--- config.mk ---
export PLATFORM = sky130hd
export DESIGN_NAME = timer_irq_source
export DESIGN_NICKNAME = d
export VERILOG_FILES = /design/src/rtl/timer_irq_source.sv
export SDC_FILE = /design/constraint.sdc
export NUM_CORES = 1
export LEC_CHECK = 0
export ABC_AREA = 1
export BUFFER_PORTS_ARGS = -buffer_cell sky130_fd_sc_hd__buf_4
export CAP_MARGIN = 25
export CORE_ASPECT_RATIO = 1.5
export CORE_MARGIN = 1
export CORE_UTILIZATION = 50
export CTS_BUF_LIST = sky130_fd_sc_hd__clkbuf_4 sky130_fd_sc_hd__clkbuf_8 sky130_fd_sc_hd__clkbuf_16
export CTS_CLUSTER_DIAMETER = 60
export DETAILED_ROUTE_END_ITERATION = 10
export PLACE_DENSITY = 0.74
export SLEW_MARGIN = 20
export SYNTH_ARGS = -nofsm -noshare
export SYNTH_HDL_FRONTEND = slang
export SYNTH_SLANG_ARGS = --single-unit
--- constraint.sdc ---
create_clock -name clk -period 2.8 [get_ports clk]
set_clock_uncertainty 0.05 [all_clocks]
set_input_delay 0.84 -clock clk [delete_from_list [all_inputs] [get_ports clk]]
set_output_delay 0.84 -clock clk [all_outputs]
set_load 0.02 [all_outputs]
--- src/rtl/timer_irq_source.sv ---
// CSR-mapped periodic/one-shot timer that drives one level pending request
// toward an n_clic vector line and clears it on the controller's take ack.
module timer_irq_source #(
    parameter logic [11:0] CsrAddr  = 12'h400,
    parameter int          CmpWidth = 16,
    parameter int          PreWidth = 16
) (
    input  logic                clk,
    input  logic                reset,
    input  logic                csr_we,
    input  logic [11:0]         csr_addr,
    input  logic [31:0]         csr_wdata,
    output logic [31:0]         csr_rdata,
    output logic                irq_pend,
    input  logic                irq_ack,
    output logic                irq_overrun,
    output logic [CmpWidth-1:0] count
);

    typedef enum logic {
        IDLE = 1'b0,
        RUN  = 1'b1
    } state_t;

    localparam logic [PreWidth-1:0] PreOne = PreWidth'(1);
    localparam logic [CmpWidth-1:0] CmpOne = CmpWidth'(1);

    state_t              state;
    state_t              state_next;
    logic                oneshot;
    logic [3:0]          presc;
    logic [CmpWidth-1:0] cmp;
    logic [CmpWidth-1:0] counter;
    logic [PreWidth-1:0] prescaler;
    logic [PreWidth-1:0] pre_mask;
    logic                wr;
    logic                tick;
    logic                fire;
    logic                unused_wdata;

    assign wr       = csr_we && (csr_addr == CsrAddr);
    assign pre_mask = PreWidth'((32'd1 << presc) - 32'd1);
    assign tick     = (state == RUN) && (prescaler == pre_mask);
    // A CSR write on the same edge as a tick suppresses the fire.
    assign fire     = tick && !wr && (counter == cmp);
    assign count    = counter;

    assign unused_wdata = ^{csr_wdata[15:8], csr_wdata[3:2]};

    always_comb begin
        state_next = state;
        if (wr) begin
            state_next = csr_wdata[0] ? RUN : IDLE;
        end else if (fire && oneshot) begin
            state_next = IDLE;
        end
    end

    always_ff @(posedge clk) begin
        if (reset) begin
            state       <= IDLE;
            oneshot     <= 1'b0;
            presc       <= 4'd0;
            cmp         <= '0;
            counter     <= '0;
            prescaler   <= '0;
            irq_pend    <= 1'b0;
            irq_overrun <= 1'b0;
        end else begin
            state <= state_next;
            if (wr) begin
                oneshot     <= csr_wdata[1];
                presc       <= csr_wdata[7:4];
                cmp         <= csr_wdata[16 +: CmpWidth];
                counter     <= '0;
                prescaler   <= '0;
                irq_overrun <= 1'b0;
            end else if (state == RUN) begin
                prescaler <= tick ? '0 : prescaler + PreOne;
                if (tick) begin
                    counter <= (counter == cmp) ? '0 : counter + CmpOne;
                end
            end
            // An ack coinciding with a fire keeps the request up without overrun.
            if (fire) begin
                irq_pend <= 1'b1;
                if (irq_pend && !irq_ack) begin
                    irq_overrun <= 1'b1;
                end
            end else if (irq_ack) begin
                irq_pend <= 1'b0;
            end
        end
    end

    always_comb begin
        csr_rdata = '0;
        if (csr_addr == CsrAddr) begin
            csr_rdata[0]                = (state == RUN);
            csr_rdata[1]                = oneshot;
            csr_rdata[2]                = irq_pend;
            csr_rdata[3]                = irq_overrun;
            csr_rdata[7:4]              = presc;
            csr_rdata[16 +: CmpWidth]   = cmp;
        end
    end

endmodule

==> results.md, run 1 <==
Critical path
- worst setup path class: in -> out
- kind of launch point of the worst setup path: input port
- endpoint type of the worst setup path: output pin
- launching instance or port of the critical path: csr_addr[9]
- peak fanout along the critical path: 12
- worst path required time: 1.91 ns
- launch point of the worst reg-to-reg path: presc[0]
- crit path DAT: 1.89 ns

GRT
- largest net degree at the start of global routing: 25
- vias in the first global route: 3924
- global-route usage over all layers: 28.4%
- global-route wire length before repair: 17.4 mm
- number of antenna violations at the first check in global routing: 0
- total grt overflow: 0

Cells and area
- Area Overhead vs Synth: 25.3%
- diode insertion count for antenna repair: 0
- number of non-filler instances in the completed layout: 822
- Final Cell Area: 4760 um2
- Net count, final: 772
- proportion of layout cells with a drive suffix above 1: 18.8%
- most common library cell in the layout ignoring fill and taps: nand2_1
- most frequent cells in the layout: nand2_1, buf_4, nor2_1
- number of inserted filler cells in the final layout: 702

Placed design
- final estimated routing congestion in global placement: 0.986
- HPWL after detailed placement: 8.49 mm
- Port Buf Inserts: 79
- placed cell count: 810
- total placed instance area: 4510 um2

Clocking
- Root Buffer: clkbuf_8
- number of H-tree levels: 2
- clock sink count: 56
- hold_buf cts: 0
- clock input transition at the sequential cells of the worst setup and hold paths: 0.09 ns
- Max Root-Sink Buffers: 2
- total CTS buffers: 5
- clock tree from TritonCTS: done
- Clk Latency, worst-skew pair: 0.32 ns

Routing
- routed wire length per instance: 13.2 um
- antenna viol nets, final: 0
- total detailed-routing wirelength: 10.9 mm
- starting DRC count in detailed routing: 183
- vias per std cell: 5.02
- DRT Pass-1 Iters: 4
- routed via count: 4125
- count of unresolved DRC violations after routing: 0

Yosys
- total of flip-flops plus latches after synthesis: 56
- synthesized cell area: 3800 um2
- Synth cell types: 34
- count of synthesis-stage warnings from yosys: 0
- instance count of the mapped netlist: 634
- mean instance size in the synthesized netlist: 5.99 um2
- post-synthesis sequential area ratio: 29.5%

Floorplanning
- starting density of the core: 52.2%
- vertical die dimension: 109 um
- Die W: 73.2 um
- top-level I/O count: 98
- overall die area: 7960 um2
- Core Footprint: 7270 um2
- Placement Rows: 38

Timing
- Finish-stage setup viols: 0
- Fin. Hold Viols: 0
- max-slew violations: 0
- aggregate negative setup slack: 0 ns
- unrepaired setup endpoints after global routing: yes
- post-route fraction of the period consumed by the critical path: 99.4%
- worst hold slack after final layout: 0.429 ns
- min cycle time layout: 2.78 ns
- Max Freq: 0.359 GHz

Hold path
- start point of the worst hold path: irq_overrun
- class of the most critical hold timing path: reg -> reg

Job
- number of violations of the max-capacitance limit: 0

Power and ir drop
- reported leakage power: 2.13 nW
- Peak VDD IR: 0.379 mV
- Power Dens Cells: 296 nW/um2

Outcome
- result of the run: finished, final reports clean

registers in the layout (all words and copies together) (netlist names):
| signal | flops |
|---|---|
| prescaler | 16 |
| count | 16 |
| cmp | 16 |
| presc | 4 |
| irq_pend | 1 |
| oneshot | 1 |
| state | 1 |
| irq_overrun | 1 |
worst paths after layout:
path,end,slack [ns],cells after the start
max reg2reg,state,0.29,15
min,irq_overrun,0.43,2
max,csr_rdata[26],0.02,8
min reg2reg,irq_overrun,0.43,2
cells in the mapped netlist:
cell,instances,area (um2)
a21oi_1,18,90.1
a21oi_4,1,16.3
a31oi_1,1,6.26
and2_1,1,6.26
buf_4,9,67.6
buf_6,3,33.8
clkbuf_1,11,41.3
clkbuf_2,1,5.00
conb_1,1,3.75
dfxtp_1,56,1120
ha_1,3,37.5
inv_1,84,315
inv_2,2,7.51
nand2_1,187,702
nand2_2,3,18.8
nand2_4,1,11.3
nand3_1,54,270
nand3b_1,4,30.0
nand4_1,10,62.6
nor2_1,97,364
nor2_2,1,6.26
nor2_4,5,56.3
nor2_8,1,20.0
nor3_1,17,85.1
nor3b_1,4,30.0
nor4_1,2,12.5
o21ai_0,27,135
o21ai_1,2,10.0
o21bai_1,1,7.51
o22ai_1,2,12.5
or2_0,1,6.26
or2_2,1,6.26
xnor2_1,6,52.6
xor2_1,17,149
stage by stage:
step                setup slack, ns  utilization [%]  power (mW)
detailed placement          0.00421             62.1       0.887
global route                -0.0383             65.4        1.46
finish                       0.0181             65.4        1.41
CTS                          0.0559             63.7        1.41
global placement             0.0373             62.1       0.886
floorplan                    0.0964                -       0.850
logic make-up after synthesis:
family / after synthesis / share of synthesized area, %
AO/OA/AOI/OAI: 52 / 7.31
AND/OR/NAND/NOR: 389 / 44.4
buffers and inverters: 110 / 12.4
other: 1 / 0.0987
adder cells (fa/ha/maj): 3 / 0.988
XOR/XNOR: 23 / 5.30
flip-flops: 56 / 29.5
area by class of cell:
class | instances | area [um2] | share of cell area [%]
clock buffer | 5 | 68.8 | 1.45
clock inverter | 3 | 42.5 | 0.894
inverter | 86 | 323 | 6.78
multi-input combinational | 475 | 2290 | 48.2
sequential | 56 | 1120 | 23.6
tap | 100 | 125 | 2.63
timing repair buffer | 97 | 785 | 16.5
worst max-delay path, cell delays in order:
cell and delay [ns]:
buf_6 0.09, nor2_2 0.09, nand3b_1 0.08, nor3_2 0.23, inv_2 0.12, buf_12 0.17, nor2_1 0.12, buf_4 0.16
what timing repair did:
item                                   CTS  global route
setup buffers                            0             2
setup endpoints to repair                2            29
gates cloned                             0             2
pin swaps                                0             2
gates resized for setup                  1            25
endpoints found under the hold margin    0             0
routing by layer:
| layer | global-route usage, % | wire (um) |
|---|---|---|
| met1 | 28.5 | 4000 |
| met2 | 53.2 | 5980 |
| met3 | 4.44 | 382 |
| met4 | 17.4 | 497 |
| met5 | 0 | 0 |
report_power, final:
group          leakage [nW]  switching [mW]  internal [mW]  total (mW)
Combinational          1.62          0.0351         0.0399      0.0750
Clock                0.0541           0.271          0.265       0.536
Sequential            0.451       0.0000374          0.796       0.796
Total                  2.13           0.306           1.10        1.41
Note: power is estimated with default switching activity, not from simulation.
==> run 2: changes to the inputs <==
--- a/config.mk
+++ b/config.mk
@@ -10,11 +10,11 @@
 export CAP_MARGIN = 25
 export CORE_ASPECT_RATIO = 1.5
 export CORE_MARGIN = 1
-export CORE_UTILIZATION = 50
+export CORE_UTILIZATION = 43
 export CTS_BUF_LIST = sky130_fd_sc_hd__clkbuf_4 sky130_fd_sc_hd__clkbuf_8 sky130_fd_sc_hd__clkbuf_16
 export CTS_CLUSTER_DIAMETER = 60
 export DETAILED_ROUTE_END_ITERATION = 10
-export PLACE_DENSITY = 0.74
+export PLACE_DENSITY = 0.65
 export SLEW_MARGIN = 20
 export SYNTH_ARGS = -nofsm -noshare
 export SYNTH_HDL_FRONTEND = slang
==> run 2 against run 1 <==
Effect of this change:
- sequential cell count unchanged
- global-route usage down 3.7 points
- die area up 16%
- register-to-register slack about the same
- critical path depth unchanged
- highest routed layer unchanged
- via count down 0.82%
- setup slack better by 0.068 ns
- largest power group unchanged
- combinational power down 3.1%
==> results.md, run 2 (synthesized netlist as in run 1, its figures left out) <==
Outcome
- result of the run: finished, final reports clean

Routing
- highest metal layer with signal wires: met4
- total met3 wirelength after detailed routing: 287 um
- total detailed-routing wirelength: 10.8 mm
- count of unresolved DRC violations after routing: 0
- routed wire length per instance: 13.1 um
- starting DRC count in detailed routing: 207
- met1 wire length: 4.17 mm
- DRT Pass-1 Iters: 4
- antenna viol nets, final: 0
- total length of routed met2 wires: 6.04 mm
- routed via count: 4091
- vias per std cell: 4.95

Clocking
- clock sink count: 56
- Max Root-Sink Buffers: 2
- number of buffers inserted by post-CTS setup repair: 0
- Root Buffer: clkbuf_16
- clock tree from TritonCTS: done
- total CTS buffers: 5
- clock input transition at the sequential cells of the worst setup and hold paths: 0.07 ns
- number of H-tree levels: 2
- Clk Latency, worst-skew pair: 0.30 ns

Job
- number of violations of the max-capacitance limit: 0

Critical path
- crit path DAT: 1.82 ns
- worst setup path class: in -> out
- endpoint type of the worst setup path: output pin
- R2R Setup Slk: 0.30 ns
- r2r endpoint: count[2]
- worst path required time: 1.91 ns
- kind of launch point of the worst setup path: input port
- launch point of the worst reg-to-reg path: presc[0]
- path depth of the worst reg2reg path: 15
- peak fanout along the critical path: 8

Floorplanning
- overall die area: 9220 um2
- starting density of the core: 44.6%
- Die W: 78.8 um
- Core Footprint: 8520 um2
- top-level I/O count: 98
- Placement Rows: 41
- vertical die dimension: 117 um

Power and ir drop
- Power Dens Cells: 339 nW/um2
- Total Power Consumption: 1.60 mW
- Peak VDD IR: 0.316 mV
- reported leakage power: 2.12 nW

Cells and area
- Area Overhead vs Synth: 23.9%
- proportion of layout cells with a drive suffix above 1: 16.8%
- most frequent cells in the layout: nand2_1, nor2_1, buf_4
- footprint of the flip-flops and latches: 1120 um2
- number of inserted filler cells in the final layout: 897
- most common library cell in the layout ignoring fill and taps: nand2_1
- diode insertion count for antenna repair: 0
- Util after Layout: 55.3%
- Net count, final: 769
- area of combinational cells with multiple inputs: 2250 um2

Placed design
- HPWL after detailed placement: 8.79 mm
- Port Buf Inserts: 79
- final estimated routing congestion in global placement: 0.914

Timing
- slew at the pin with the worst max-slew slack: 0.524 ns
- post-route fraction of the period consumed by the critical path: 96.9%
- Relative slew margins: 64.7%
- min cycle time layout: 2.71 ns
- Max Freq: 0.368 GHz
- max-slew violations: 0
- Finish-stage setup viols: 0
- unrepaired setup endpoints after global routing: yes
- aggregate negative setup slack: 0 ns
- Fin. Hold Viols: 0

GRT
- vias in the first global route: 3775
- total grt overflow: 0
- global-route usage over all layers: 24.7%
- number of antenna violations at the first check in global routing: 0
- largest net degree at the start of global routing: 22
- global-route wire length before repair: 17.6 mm

Hold path
- number of cells traversed by the worst hold path: 2
- start point of the worst hold path: cmp[9]
- Worst Hold Endpoint: cmp[9]
- class of the most critical hold timing path: reg -> reg

-- run 2: final cells by class --
type | instances | share of cell area, %
flip-flops and latches | 56 | 23.8
well taps | 107 | 2.84
inverters | 86 | 6.86
repair buffers | 94 | 15.1
clock buffers | 5 | 2.66
multi-input cells | 475 | 47.7
clock inverters | 3 | 1.01
-- run 2: worst max path at each step --
stage / startpoint / end / slack, ns / cells past startpoint
after floorplan: csr_addr[7] / csr_rdata[0] / 0.1 / 6
after global placement: csr_addr[7] / csr_rdata[31] / 0.007 / 8
after detailed placement: csr_addr[5] / csr_rdata[16] / -0.001 / 8
after CTS: csr_addr[5] / csr_rdata[16] / 0.05 / 8
after global routing: csr_addr[5] / csr_rdata[17] / -0.03 / 8
final: csr_addr[3] / csr_rdata[4] / 0.09 / 8
-- run 2: stage by stage --
| stage | worst slack (ns) | hold WS [ns] | area [um2] | std cells |
|---|---|---|---|---|
| 3_5_place_dp | -0.00126 | 0.445 | 4520 | 818 |
| 3_3_place_gp | 0.00687 | 0.419 | 4520 | 818 |
| 2_1_floorplan | 0.0964 | 0.421 | 3830 | 641 |
| 4_1_cts | 0.0533 | 0.457 | 4700 | 826 |
| 6_report | 0.0861 | 0.459 | 4710 | 826 |
| 5_1_grt | -0.0327 | 0.478 | 4710 | 826 |
-- run 2: layer usage --
metal / up-vias / track usage, %
met3: 20 / 3.18
met1: 1861 / 25.2
met5: - / 0
li1: 2128 / -
met4: 0 / 10.1
met2: 82 / 49.7
-- run 2: what timing repair did --
| action | in CTS | in global routing |
|---|---|---|
| hold buffers | 0 | 0 |
| hold endpoints to repair | 0 | 0 |
| pin swaps | 0 | 1 |
| resized for setup | 1 | 4 |
| setup endpoints to repair | 2 | 20 |
-- run 2: report_power, final --
group,internal [mW],switching (mW)
Sequential,0.795,0.0000342
Clock,0.426,0.302
Combinational,0.0385,0.0343
Total,1.26,0.337
-- run 2: critical path: stages --
cell and delay [ns]:
buf_4 0.11, nor2_1 0.10, nand2_1 0.07, nor3_2 0.20, inv_1 0.09, buf_4 0.18, nor2_1 0.09, buf_4 0.15
